### src/rtl/sc_lane_shift_sequencer.sv
`default_nettype none
// ============================================================================
// Module  : sc_lane_shift_sequencer
// Purpose : Clear/load/shift command sequencer for the lane background registers.
// Revision: 1.0
// ============================================================================
module sc_lane_shift_sequencer #(
  parameter int CNT_WIDTH = 26,
  parameter int PERIOD_L1 = 25000000,
  parameter int PERIOD_L2 = 18750000,
  parameter int PERIOD_L3 = 12500000,
  parameter int PERIOD_L4 = 6250000
) (
  input  logic       SC_LaneSeq_CLOCK_50,
  input  logic       SC_LaneSeq_RESET_InHigh,
  input  logic       SC_LaneSeq_start_InLow,
  input  logic       SC_LaneSeq_levelup_InLow,
  input  logic       SC_LaneSeq_gameover_InLow,
  input  logic       SC_LaneSeq_pause_InHigh,
  input  logic       SC_LaneSeq_direction_In,
  output logic       SC_LaneSeq_clear_OutLow,
  output logic       SC_LaneSeq_load_OutLow,
  output logic [1:0] SC_LaneSeq_shiftselection_OutBUS,
  output logic [1:0] SC_LaneSeq_level_OutBUS,
  output logic       SC_LaneSeq_running_Out
);

  typedef enum logic [2:0] {
    S_IDLE  = 3'd0,
    S_CLEAR = 3'd1,
    S_RUN   = 3'd2,
    S_PAUSE = 3'd3,
    S_LOAD  = 3'd4,
    S_OVER  = 3'd5
  } state_e;

  localparam logic [CNT_WIDTH-1:0] c_TC_L1   = CNT_WIDTH'(PERIOD_L1 - 1);
  localparam logic [CNT_WIDTH-1:0] c_TC_L2   = CNT_WIDTH'(PERIOD_L2 - 1);
  localparam logic [CNT_WIDTH-1:0] c_TC_L3   = CNT_WIDTH'(PERIOD_L3 - 1);
  localparam logic [CNT_WIDTH-1:0] c_TC_L4   = CNT_WIDTH'(PERIOD_L4 - 1);
  localparam logic [CNT_WIDTH-1:0] c_CNT_ONE = CNT_WIDTH'(1);

  state_e               state_q, state_d;
  logic [CNT_WIDTH-1:0] cnt_q, cnt_d;
  logic [1:0]           level_q, level_d;
  logic                 armed_q, armed_d;
  logic                 clear_q, clear_d;
  logic                 load_q, load_d;
  logic [1:0]           shsel_q, shsel_d;
  logic                 running_q, running_d;
  logic [CNT_WIDTH-1:0] w_tc;
  logic                 w_levelup;

  always_comb begin
    case (level_q)
      2'd0:    w_tc = c_TC_L1;
      2'd1:    w_tc = c_TC_L2;
      2'd2:    w_tc = c_TC_L3;
      default: w_tc = c_TC_L4;
    endcase
  end

  // A levelup counts only after the input has been seen high since the last accept/CLEAR.
  assign w_levelup = ~SC_LaneSeq_levelup_InLow & armed_q;

  always_comb begin
    state_d = state_q;
    cnt_d   = cnt_q;
    level_d = level_q;
    armed_d = armed_q | SC_LaneSeq_levelup_InLow;
    clear_d = 1'b1;
    load_d  = 1'b1;
    shsel_d = 2'b00;
    case (state_q)
      S_IDLE: begin
        if (!SC_LaneSeq_start_InLow) state_d = S_CLEAR;
      end
      S_CLEAR: begin
        clear_d = 1'b0;
        level_d = 2'd0;
        cnt_d   = '0;
        armed_d = SC_LaneSeq_levelup_InLow;
        state_d = S_RUN;
      end
      S_RUN: begin
        if (!SC_LaneSeq_gameover_InLow) begin
          state_d = S_OVER;
        end else if (w_levelup) begin
          state_d = S_LOAD;
          armed_d = 1'b0;
        end else if (SC_LaneSeq_pause_InHigh) begin
          state_d = S_PAUSE;
        end else if (cnt_q == w_tc) begin
          cnt_d   = '0;
          shsel_d = SC_LaneSeq_direction_In ? 2'b10 : 2'b01;
        end else begin
          cnt_d = cnt_q + c_CNT_ONE;
        end
      end
      S_PAUSE: begin
        if (!SC_LaneSeq_gameover_InLow)   state_d = S_OVER;
        else if (!SC_LaneSeq_pause_InHigh) state_d = S_RUN;
      end
      S_LOAD: begin
        load_d  = 1'b0;
        level_d = (level_q == 2'd3) ? 2'd3 : level_q + 2'd1;
        cnt_d   = '0;
        state_d = S_RUN;
      end
      S_OVER: begin
        if (!SC_LaneSeq_start_InLow) state_d = S_CLEAR;
      end
      default: state_d = S_IDLE;
    endcase
    running_d = (state_d == S_RUN);
  end

  always_ff @(posedge SC_LaneSeq_CLOCK_50) begin
    if (SC_LaneSeq_RESET_InHigh) begin
      state_q   <= S_IDLE;
      cnt_q     <= '0;
      level_q   <= 2'd0;
      armed_q   <= 1'b0;
      clear_q   <= 1'b1;
      load_q    <= 1'b1;
      shsel_q   <= 2'b00;
      running_q <= 1'b0;
    end else begin
      state_q   <= state_d;
      cnt_q     <= cnt_d;
      level_q   <= level_d;
      armed_q   <= armed_d;
      clear_q   <= clear_d;
      load_q    <= load_d;
      shsel_q   <= shsel_d;
      running_q <= running_d;
    end
  end

  assign SC_LaneSeq_clear_OutLow          = clear_q;
  assign SC_LaneSeq_load_OutLow           = load_q;
  assign SC_LaneSeq_shiftselection_OutBUS = shsel_q;
  assign SC_LaneSeq_level_OutBUS          = level_q;
  assign SC_LaneSeq_running_Out           = running_q;

endmodule
`default_nettype wire

### config.mk
export PLATFORM = sky130hd
export DESIGN_NAME = sc_lane_shift_sequencer
export DESIGN_NICKNAME = d
export VERILOG_FILES = /design/src/rtl/sc_lane_shift_sequencer.sv
export SDC_FILE = /design/constraint.sdc
export NUM_CORES = 1
export LEC_CHECK = 0
export BUFFER_PORTS_ARGS = -buffer_cell sky130_fd_sc_hd__buf_2
export CAP_MARGIN = 20
export CORE_UTILIZATION = 30
export DETAILED_ROUTE_END_ITERATION = 10
export GPL_ROUTABILITY_DRIVEN = 0
export PLACE_DENSITY = 0.49
export SYNTH_ARGS = -nofsm -noshare
export SYNTH_HDL_FRONTEND = slang
export SYNTH_SLANG_ARGS = --single-unit
### constraint.sdc
create_clock -name SC_LaneSeq_CLOCK_50 -period 2.75 [get_ports SC_LaneSeq_CLOCK_50]
set_input_delay 0.4125 -clock SC_LaneSeq_CLOCK_50 [delete_from_list [all_inputs] [get_ports SC_LaneSeq_CLOCK_50]]
set_output_delay 0.4125 -clock SC_LaneSeq_CLOCK_50 [all_outputs]
set_load 0.05 [all_outputs]
==> results by stage <==
Status:
- The flow ran to the end, but the final reports show violations.
- The checks that failed: design-rule violations.

Yosys:
- Of the synthesized area, sequential elements account for 0.369.
- The average instance in the mapped netlist occupies 8.97 µm².
- After synthesis the netlist holds a flip-flop and latch count of 37.
- The number of synthesized flops with an enable pin is 0.
- The total standard cell area after synthesis is 2010 µm².
- The cell count after synthesis came out at 224.
- Of all flip-flops after synthesis, the portion carrying an async set or reset was 0.
- The most instantiated flip-flop cell in the synthesis netlist is dfxtp_1.
- The post-synthesis net count is 237.
- During synthesis, Yosys emitted a total of 0 warnings.
- The number of library cell types mapped by synthesis is 49.

Drt:
- After detailed routing, the number of remaining DRC violations is 4.
- The DRC marker count from the first detailed-route iteration is 109.
- The total vias in the final route is 1,717.
- The average vias per placed instance is 5.47.
- The total iterations of the first detailed-routing run is 7.
- Dividing the detail-routed wire length by the instance count gives 14.7 µm.
- Once detail routing completed, the nets flagged for antenna violations numbered 0.
- The detailed-route wire length is 4620 µm.

CTS:
- The H-tree was split into 2 levels.
- The maximum buffer depth of the clock tree is 2.
- For the worst-skew pair, the clock arrives at the later sink with an insertion delay of 0.29 ns.
- The clock-pin slew on the worst setup and hold paths is 0.07 ns.
- The total number of clock tree sinks is 37.
- TritonCTS built the clock tree.
- The tree is rooted in a clkbuf_8.
- The number of clock buffers added by TritonCTS is 5.
- The post-CTS setup buffer count is 0.
- The hold buffer count at CTS is 0.
- The total of cells resized after clock tree synthesis is 0.

Timing:
- The max-slew violation total from the final report is 0.
- For the pin with the worst max-slew slack, the measured transition is 0.796 ns.
- The hold violation count in the final report is 0.
- After layout, the minimum clock period comes to 2.22 ns.
- The achievable clock frequency is 451 MHz.
- Setup repair after global routing left no endpoint under its margin.
- The setup-violating endpoint count in the final report is 0.
- Clock skew on the completed layout was measured at 0.00668 ns.
- The fraction of the cycle the final worst path needs is 0.806.
- In this run the tightest slew margin relative to its limit is 0.467.
- Summed over all failing endpoints, the final setup total negative slack is 0 ns.

Power:
- The internal power summed over all cells is 0.000763 W.
- The switching fraction of total power is 0.269.
- Summed over all nets, the switching power comes to 0.000280 W.
- The fraction of power consumed by the clock network is 0.353.
- The total power divided by cell area is 467 nW/µm².
- The post-route total power is 0.00104 W.
- VDD sags by at most 161 µV.
- The leakage power is 0.768 nW.
- The part of the power in combinational logic is 0.110.
- The sequential share of power is 0.537.

Worst setup path:
- STA classifies the critical path endpoint as a register.
- Walking the worst path, the cells encountered are inv_1, ha_1, xnor2_1, nor4_1, nand2_1, nor3_2, buf_4, nor3_1.
- The worst-path cell with the longest stage delay is dfxtp_1.
- The worst setup path category is register to register.
- The data arrival time of the critical path is 2.37 ns.
- The startpoint type of the worst setup path is a register.
- STA puts the critical path data required time at 2.90 ns.
- Of all nets on the critical path, the largest fanout is 14.
- The largest single stage delay on the critical path is 0.37 ns.

Finish:
- The fraction of layout cells with a size suffix above 1 is 0.156.
- The antenna diode instance count is 0.
- The filler-free cell count of the finished design is 314.
- The relative area change from synthesis to final layout is 11.1%.
- The filler cells instantiated in the layout total 658.
- The post-layout net count is 249.

Global route:
- The number of antenna violations at the first check in global routing came to 0.
- The first-pass GRT wire length is 8110 µm.
- The global-route congestion overflow total is 0.
- Entering global routing, the biggest net connects 27 pins.
- The total global routing track utilization is 0.147.
- The number of global-route vias before repair is 1,605.

Floorplanning:
- For this configuration, the core starts out at a cell density of 0.313.
- The area enclosed by the die boundary is 7030 µm².
- The height of the die is 83.8 µm.
- The die outline width is 83.8 µm.
- The core region is 6420 µm².
- The row count is 29.
- For this design the top-level I/O count stands at 14.

Hold path:
- The class of the most critical hold timing path is primary input to register.

Placed design:
- The number of I/O port buffers is 13.
- The wire-length estimate of the detail-placed layout is 3280 µm.
- Including well taps, the total number of placed cells is 306.

Job:
- The tool flagged a number of max-cap violations equal to 0.
## cell usage in the layout, fill, tap and decap left out, types with 3 or more instances in the layout
cell / netlist / layout
o22ai_1: 3 / 3
a211oi_1: 9 / 9
dfxtp_1: 37 / 37
or4_1: 5 / 5
buf_4: 1 / 7
and3_1: 3 / 3
a21oi_1: 5 / 5
buf_2: 4 / 13
nand3_1: 10 / 10
o31ai_1: 3 / 3
nor3_1: 13 / 13
nand4b_1: 3 / 3
inv_1: 4 / 4
xnor2_1: 3 / 3
nand4_1: 6 / 6
o21ai_0: 14 / 14
o211ai_1: 7 / 7
nand3b_1: 3 / 3
o2111ai_1: 4 / 4
nor2_1: 7 / 7
nand2_1: 10 / 10
or2_2: 3 / 3
clkbuf_8: 0 / 5
or3_1: 10 / 10
xor2_1: 12 / 12
ha_1: 6 / 6
## final timing paths
| path | from | end | slack [ns] | cells past startpoint |
|---|---|---|---|---|
| worst max-delay path | SC_LaneSeq_level_OutBUS[0] | cnt_q[10] | 0.53 | 8 |
| worst max register to register | SC_LaneSeq_level_OutBUS[0] | cnt_q[10] | 0.53 | 8 |
| worst min-delay path | SC_LaneSeq_direction_In | SC_LaneSeq_shiftselection_OutBUS[0] | 0.30 | 2 |
| worst min register to register | cnt_q[1] | cnt_q[1] | 0.49 | 2 |
## power by group through the flow
| stage | combinational, W | sequential [W] | clock (W) |
|---|---|---|---|
| after floorplan | 0.0000782 | 0.000579 | 0 |
| after global placement | 0.000117 | 0.000572 | 0 |
| after detailed placement | 0.000114 | 0.000572 | 0 |
| after CTS | 0.000115 | 0.000560 | 0.000382 |
| after global routing | 0.000128 | 0.000562 | 0.000399 |
| final | 0.000115 | 0.000560 | 0.000368 |
## final cells by class
type | count | area, µm² | area share
tap | 77 | 96.3 | 0.0431
multi-input combinational | 168 | 1180 | 0.529
clock buffer | 6 | 72.6 | 0.0325
sequential | 37 | 741 | 0.332
clock inverter | 2 | 10.0 | 0.00448
timing repair buffer | 20 | 118 | 0.0527
inverter | 4 | 15.0 | 0.00672
## critical path, delay by kind of cell (launching register included)
family	cells	cell delay [ns]
xor+xnor	1	0.14
fa+ha+maj	1	0.36
buf+inv	2	0.41
flops	1	0.37
simple gates	4	0.79
## flip-flops by register name, summed over array words and instances, names as in the netlist
name,flops
SC_LaneSeq_running_Out,1
cnt_q,26
state_q,3
SC_LaneSeq_shiftselection_OutBUS,2
armed_q,1
SC_LaneSeq_load_OutLow,1
SC_LaneSeq_level_OutBUS,2
SC_LaneSeq_clear_OutLow,1
## Yosys cell counts, types with 3 or more instances
master / n / area share
nand3b_1: 3 / 0.011
nand2_1: 10 / 0.019
ha_1: 6 / 0.037
xor2_1: 12 / 0.052
nand3_1: 10 / 0.025
o21ai_0: 14 / 0.035
o22ai_1: 3 / 0.0093
dfxtp_1: 37 / 0.37
and3_1: 3 / 0.0093
nor2_1: 7 / 0.013
o31ai_1: 3 / 0.011
nand4_1: 6 / 0.019
a21oi_1: 5 / 0.012
nor3_1: 13 / 0.032
buf_2: 4 / 0.010
or2_2: 3 / 0.0093
inv_1: 4 / 0.0075
or4_1: 5 / 0.019
xnor2_1: 3 / 0.013
clkbuf_1: 7 / 0.013
or3_1: 10 / 0.031
a211oi_1: 9 / 0.034
nand4b_1: 3 / 0.013
o211ai_1: 7 / 0.026
o2111ai_1: 4 / 0.017
## kinds of logic (layout without fill, tap and decap cells)
kind of cell | after synthesis | after routing | synth area share
AOI/OAI and AO/OA | 54 | 54 | 0.190
xor gates and xnor gates | 15 | 15 | 0.0654
adders and majority gates | 6 | 6 | 0.0374
buffers and inverters | 19 | 32 | 0.0436
DFF | 37 | 37 | 0.369
muxes | 2 | 2 | 0.00996
and+or+nand+nor | 91 | 91 | 0.285
## layer usage
metal / up-vias / track usage / part of all wire
li1: 876 / - / -
met1: 813 / 0.213 / 0.54
met2: 22 / 0.213 / 0.42
met3: 6 / 0.0326 / 0.028
met4: 0 / 0.0517 / 0.015
met5: - / 0 / 0
## stage by stage
stage	setup WS, ns	area [µm²]	hold slack (ns)	utilization
3_3_place_gp	0.450	2150	0.465	0.335
2_1_floorplan	0.353	2010	0.449	-
4_1_cts	0.522	2230	0.284	0.348
5_1_grt	0.205	2230	0.313	0.348
3_5_place_dp	0.459	2150	0.475	0.335
6_report	0.534	2230	0.296	0.348
No activity file was read; power rests on OpenSTA's default activity.
